[src/rtl/adc_frame_controller.sv]
// adc_frame_controller: frames the SPI ADC link at a fixed sample rate and streams each captured word
// Ports:
//   clk            system clock; s_clk is divided down from it
//   reset          asynchronous, active-low
//   enable         run sampling; only looked at on period ticks
//   s_clk, cs      registered serial clock and active-low chip-select to the ADC and spi_receiver
//   rx_data        spi_receiver data_out
//   sample, sample_valid, sample_ready   captured-sample valid/ready stream
//   overrun        sticky flag for a dropped capture; clear_overrun clears it (a new drop wins)
//   busy           high while a frame is in flight (SETUP through FLUSH)
module adc_frame_controller #(
    parameter int CLK_DIV       = 2,
    parameter int FRAME_BITS    = 16,
    parameter int SAMPLE_PERIOD = 1134,
    parameter int DATA_W        = 12
) (
    input  logic              clk,
    input  logic              reset,
    input  logic              enable,
    output logic              s_clk,
    output logic              cs,
    input  logic [DATA_W-1:0] rx_data,
    output logic [DATA_W-1:0] sample,
    output logic              sample_valid,
    input  logic              sample_ready,
    output logic              overrun,
    input  logic              clear_overrun,
    output logic              busy
);
    localparam int PW = $clog2(SAMPLE_PERIOD);
    localparam int DW = $clog2(CLK_DIV + 1);
    localparam int BW = $clog2(FRAME_BITS);
    localparam logic [PW-1:0] P_LAST = PW'(SAMPLE_PERIOD - 1);
    localparam logic [DW-1:0] D_LAST = DW'(CLK_DIV - 1);
    localparam logic [BW-1:0] B_LAST = BW'(FRAME_BITS - 1);

    typedef enum logic [2:0] {IDLE, SETUP, SHIFT, HOLD, CAPTURE, FLUSH, WAIT} state_t;

    state_t        state;
    logic [PW-1:0] period_cnt;
    logic [DW-1:0] div_cnt;
    logic [BW-1:0] bit_cnt;
    logic          tick;
    logic          div_done;

    assign tick     = enable && period_cnt == '0;
    assign div_done = div_cnt == D_LAST;

    always_ff @(posedge clk or negedge reset)
        if (!reset) period_cnt <= '0;
        else period_cnt <= (!enable || period_cnt == P_LAST) ? '0 : period_cnt + 1'b1;

    always_ff @(posedge clk or negedge reset) begin
        if (!reset) begin
            state        <= IDLE;
            s_clk        <= 1'b0;
            cs           <= 1'b1;
            busy         <= 1'b0;
            div_cnt      <= '0;
            bit_cnt      <= '0;
            sample       <= '0;
            sample_valid <= 1'b0;
            overrun      <= 1'b0;
        end else begin
            // stream defaults; a capture in CAPTURE overrides both
            if (sample_valid && sample_ready) sample_valid <= 1'b0;
            if (clear_overrun) overrun <= 1'b0;
            div_cnt <= div_done ? '0 : div_cnt + 1'b1;
            case (state)
                IDLE, WAIT: begin
                    div_cnt <= '0;
                    if (tick) begin
                        state <= SETUP;
                        cs    <= 1'b0;
                        s_clk <= 1'b0;
                        busy  <= 1'b1;
                    end
                end
                SETUP: if (div_done) begin
                    state   <= SHIFT;
                    s_clk   <= 1'b1;
                    bit_cnt <= '0;
                end
                // bit_cnt counts completed high/low pairs; the last low phase stays in SHIFT
                SHIFT: if (div_done) begin
                    if (s_clk) s_clk <= 1'b0;
                    else if (bit_cnt == B_LAST) state <= HOLD;
                    else begin
                        s_clk   <= 1'b1;
                        bit_cnt <= bit_cnt + 1'b1;
                    end
                end
                // cs is released one cycle before CAPTURE so the receiver word is settled
                HOLD: begin
                    if (cs) state <= CAPTURE;
                    else if (div_done) cs <= 1'b1;
                end
                CAPTURE: begin
                    if (!sample_valid || sample_ready) begin
                        sample       <= rx_data;
                        sample_valid <= 1'b1;
                    end else overrun <= 1'b1;
                    state   <= FLUSH;
                    s_clk   <= 1'b1;
                    div_cnt <= '0;
                end
                // one s_clk pulse with cs high clears the receiver bit counter
                FLUSH: if (div_done) begin
                    if (s_clk) s_clk <= 1'b0;
                    else begin
                        state <= WAIT;
                        busy  <= 1'b0;
                    end
                end
                default: state <= IDLE;
            endcase
        end
    end
endmodule

[config.mk]
export PLATFORM = sky130hd
export DESIGN_NAME = adc_frame_controller
export DESIGN_NICKNAME = d
export VERILOG_FILES = /design/src/rtl/adc_frame_controller.sv
export SDC_FILE = /design/constraint.sdc
export NUM_CORES = 1
export LEC_CHECK = 0
export ABC_AREA = 1
export CORE_UTILIZATION = 55
export CTS_CLUSTER_SIZE = 40
export DETAILED_ROUTE_END_ITERATION = 7
export DONT_BUFFER_PORTS = 1
export PLACE_DENSITY = 0.7
export REMOVE_ABC_BUFFERS = 1
export SLEW_MARGIN = 20
export SYNTH_ARGS = -nofsm -noshare
export SYNTH_HDL_FRONTEND = slang
export SYNTH_SLANG_ARGS = --single-unit
[constraint.sdc]
create_clock -name clk -period 2.91 [get_ports clk]
set_input_delay 0.582 -clock clk [delete_from_list [all_inputs] [get_ports clk]]
set_output_delay 0.582 -clock clk [all_outputs]
set_load 0.05 [all_outputs]
# Word level (Yosys, flattened, before mapping)
# Index checks and enable logic that the tools add are counted.
dict set report word_totals {
  out_inout_bits 17
  word_cells 88
  register_bits 37
  in_bits 17
}
dict set report classes {
  add_sub_neg 3
  n_eq_ne 18
  mux 37
  n_reduce_logical 20
}
# operator count
set ops {}
lappend ops {{2-to-1 mux 3 bit} 8}
lappend ops {{!= test 2 bit (second input constant)} 9}
lappend ops {{one-hot mux 3 bit (6 select lines)} 1}
lappend ops {{2-to-1 mux 1 bit} 17}
lappend ops {{2-to-1 mux 4 bit} 4}
lappend ops {{adder 11 x 1 -> 11 bit (second input constant)} 1}
lappend ops {{== test 11 bit (second input constant)} 1}
lappend ops {{zero test 11 bit} 1}
lappend ops {{2-to-1 mux 11 bit} 1}
lappend ops {{AND reduction 5 bit} 2}
lappend ops {{== test 3 bit (second input constant)} 3}
lappend ops {{one-hot mux 4 bit (2 select lines)} 1}
lappend ops {{AND reduction 8 bit} 1}
lappend ops {{== test 3 x 2 -> 1 bit (second input constant)} 2}
lappend ops {{nonzero test 2 bit} 3}
lappend ops {{one-hot mux 1 bit (5 select lines)} 1}
lappend ops {{nonzero test 5 bit} 1}
lappend ops {{adder 4 x 1 -> 4 bit (second input constant)} 1}
lappend ops {{== test 4 bit (second input constant)} 1}
lappend ops {{2-to-1 mux 2 bit} 2}
lappend ops {{one-hot mux 1 bit (2 select lines)} 2}
lappend ops {{AND reduction 2 bit} 2}
lappend ops {{AND reduction 4 bit} 1}
lappend ops {{== test 3 x 1 -> 1 bit (second input constant)} 1}
lappend ops {{other kinds (8)} 11}

# Logic depth before layout (Yosys ltp)
dict set report depth {
  ltp_word 5
  depth_mapped 10
  ltp_nobuf 10
}

# Least setup slack after synthesis
# OpenSTA, ideal clock, no wires.
dict set report synth_path {
  path_kind {reg2reg}
  startpoint {register sample_valid}
  endpoint {register sample[0]}
  period_less_slack_ns 1.480
  path_buffers 1
  setup_slack_ns 1.430
  setup_ns 0.125
  required_time_ns 2.785
  t_arrival_ns 1.355
  path_stages_with_launch 5
  path_cell_list {dfrtp_1 > nand2_1 > nand2_2 > buf_6 > mux2_4}
}
dict set report synth_between {
  elab_chain_cells 3
}
# element line
set synth_rtl {}
lappend synth_rtl {{start: declaration} 24} ;# output logic sample_valid,
lappend synth_rtl {{start signal: assignment} 62} ;# sample_valid <= 1'b0;
lappend synth_rtl {{start signal: assignment} 66} ;# if (sample_valid && sample_ready) sample_valid <= 1'b0;
lappend synth_rtl {{start signal: assignment} 101} ;# sample_valid <= 1'b1;
lappend synth_rtl {{zero test 1 bit} 99} ;# if (!sample_valid || sample_ready) begin
lappend synth_rtl {{logical OR 1 bit} 99}
lappend synth_rtl {{AND reduction 2 bit (no source line)} --}
lappend synth_rtl {{end signal: assignment} 100} ;# sample <= rx_data;
lappend synth_rtl {{end: declaration} 23} ;# output logic [DATA_W-1:0] sample,
# No other way between the ends.
# A chain may end at the register's enable or synchronous reset.

# Worst setup path in the final report
dict set report layout_path {
  startpoint {register sample_valid}
  endpoint {register sample[3]}
}
# The elaborated chain is that of the path after synthesis.

==> results.md <==
- Synth Area per Inst: slightly above 9 sq um
- Worst-skew pair later-pin latency: 0.35 ns
- Core area: 3363 sq um
- Die Y: between 60 and 70 um
- Crit end category: register
- Total CTS buffers: 5
- Setup TNS: 0 ns
- Hold-fix buffers, CTS: 1
- Tcrit/Tclk final: 57.56%
- Peak supply drop: around 0.00063 V
- Vias in the first global route: 1300
- Final setup vio count: 0
- Fraction of layout cells with a size suffix above 1: 16.89%
- Diode count: 0
- PwrDens: 1074 nW/um^2
- Footprint of the multi-input gates: 888.4 sq um
- Most frequent cells in the layout: nand2_1, dfrtp_1, inv_1
- Yosys warnings: 0
- CTS sink count: 37
- Final wirelength: between 3000 and 4000 um
- Initial antenna violation count: 0
- Setup Crit Path Kind: register to register
- FMAX: roughly 600 MHz
- Die Area: roughly 3800 sq um
- Crit Path Max Fanout: 12
- Global-route wire length before repair: 5685 um
- RSZ-0062 raised after global routing: false
- Final #Nets: 239
- Pre-antenna DRT Iters: 4
- Post-DP HPWL: 2638 um
- Final worst path period need: about 1.7 ns
- Fill cells: approximately 310
- Hold Path Class: input port to asynchronous set/reset pin
- Largest area contributor in the netlist: dfrtp_1
- Clock-pin slew on the worst setup and hold paths: around 0.12 ns
- Clock skew: about 0.0035 ns
- Yosys top cell area share: between 40 and 50%
- Synthesis-stage register bit count: 37
- Tot Pwr: around 2.2 mW
- Root Buffer: clkbuf_4
- Max Slew Vio Count: 0
- Rel. slew slack: between 60 and 70%
- Rows: 21
- Commonest non-fill, non-tap cell in the layout: nand2_1
- Vias: around 1400
- Static Leak: approximately 0.98 nW
- Seq. cell area: 927.1 sq um
- P&R area growth vs syn: 7.508%
- Global-route usage over all layers: a little over a fifth
- Initial Util: a little under three fifths
- CP Data Arrival Time: between 1.5 and 2 ns
- Ports: 34
- PostCTS Resize Cnt: 0
- # Max-Cap Violations: 0
- Vias per cell: ~5.4
- Die width: between 60 and 70 um
- Grt total ovfl: 0
- RePlAce Congestion: 0.9685
- Post-synthesis sequential area ratio: a little under half
- Largest net degree at the start of global routing: 37
- WP data required: 3.16 ns
- TritonCTS clock tree: built
- Final Hold Vio Count: 0
- Synthesized cell area: about 1900 sq um
- Buffers added on ports: 0
- Cells after synthesis: 212
- Area contributors post-synth: dfrtp_1, nand2_1, mux2_4
- Initial DRC Count: 70
- Worst slew pin tran: approximately 0.57 ns
- Status: completed
- Final hold slack: between 0.04 and 0.05 ns
- Yosys cell types: 32
- Post-CTS Setup Inserts: 0
- DRC viols: 0
- Critical Path Start Type: register
- Max clock buf depth: 2
- Drt wl/cell: roughly 14 um
- Antenna Nets Post-Route: 0
- H-tree Lvls: 2
-- stage by stage --
step	instances	util, %	area (sq um)	worst slack (ns)
6_report	265	61.79	2078	1.235
5_1_grt	265	61.79	2078	1.182
3_3_place_gp	256	58.71	1974	1.310
4_1_cts	265	61.79	2078	1.229
2_1_floorplan	209	-	1909	1.269
3_5_place_dp	256	58.71	1974	1.249
-- worst paths after layout --
path                               startpoint       endpoint  slack [ns]  cells past startpoint
min in group clk                clear_overrun        overrun        0.32                      1
max in group asynchronous               reset      sample[7]        2.69                      1
worst min-delay path                    reset  period_cnt[3]        0.05                      1
worst max-delay path             sample_valid      sample[3]        1.24                      3
worst max register to register   sample_valid      sample[3]        1.24                      3
worst min register to register     div_cnt[0]     div_cnt[0]        0.46                      1
-- critical path: stages, from the launching register on --
cell     delay, ns
dfrtp_1       0.66
nand2_1       0.18
nand2_2       0.35
mux2_2        0.38
-- sequential cells by signal, indices dropped and copies added (netlist names), 2 cells and up --
register    count
sample         12
state           3
bit_cnt         4
div_cnt         2
period_cnt     11
-- cells by family after synthesis --
family | after synthesis | synth area share, %
buffers and inverters | 28 | 6.084
and+or+nand+nor | 112 | 28.16
adders and majority gates | 4 | 2.589
AOI/OAI and AO/OA | 17 | 5.373
muxes | 12 | 8.932
xor gates and xnor gates | 2 | 0.9063
DFF | 37 | 47.96
-- layout make-up --
cell class | instances | area share [%]
repair buffers | 2 | 1.325
clock inverters | 3 | 2.228
inverters | 25 | 4.515
flip-flops and latches | 37 | 44.61
clock buffers | 5 | 1.806
well taps | 46 | 2.769
multi-input cells | 147 | 42.75
-- cells in the mapped netlist, drive strengths merged --
master   n
nand4    7
or2      2
dfstp    1
o21ai   10
mux2    12
o22ai    1
inv     25
ha       4
a21oi    5
dfrtp   36
xor2     2
nand2   51
nor3    13
nor2    25
buf      3
nor3b    2
and2     1
nand3   11
o31ai    1
-- routing by layer --
| layer | wire length (um) | GRT usage (%) |
|---|---|---|
| met5 | 0 | 0 |
| met4 | 28 | 8.442 |
| met3 | 155 | 7.143 |
| met2 | 1923 | 36.34 |
| met1 | 1535 | 24.83 |
-- power by group --
part | internal [mW] | leakage, nW | switching (mW)
sequential | 0.660 | 0.474 | 0.543
clock | 0.182 | 0.0414 | 0.186
combinational | 0.296 | 0.460 | 0.366
Note: power is estimated with default switching activity, not from simulation.
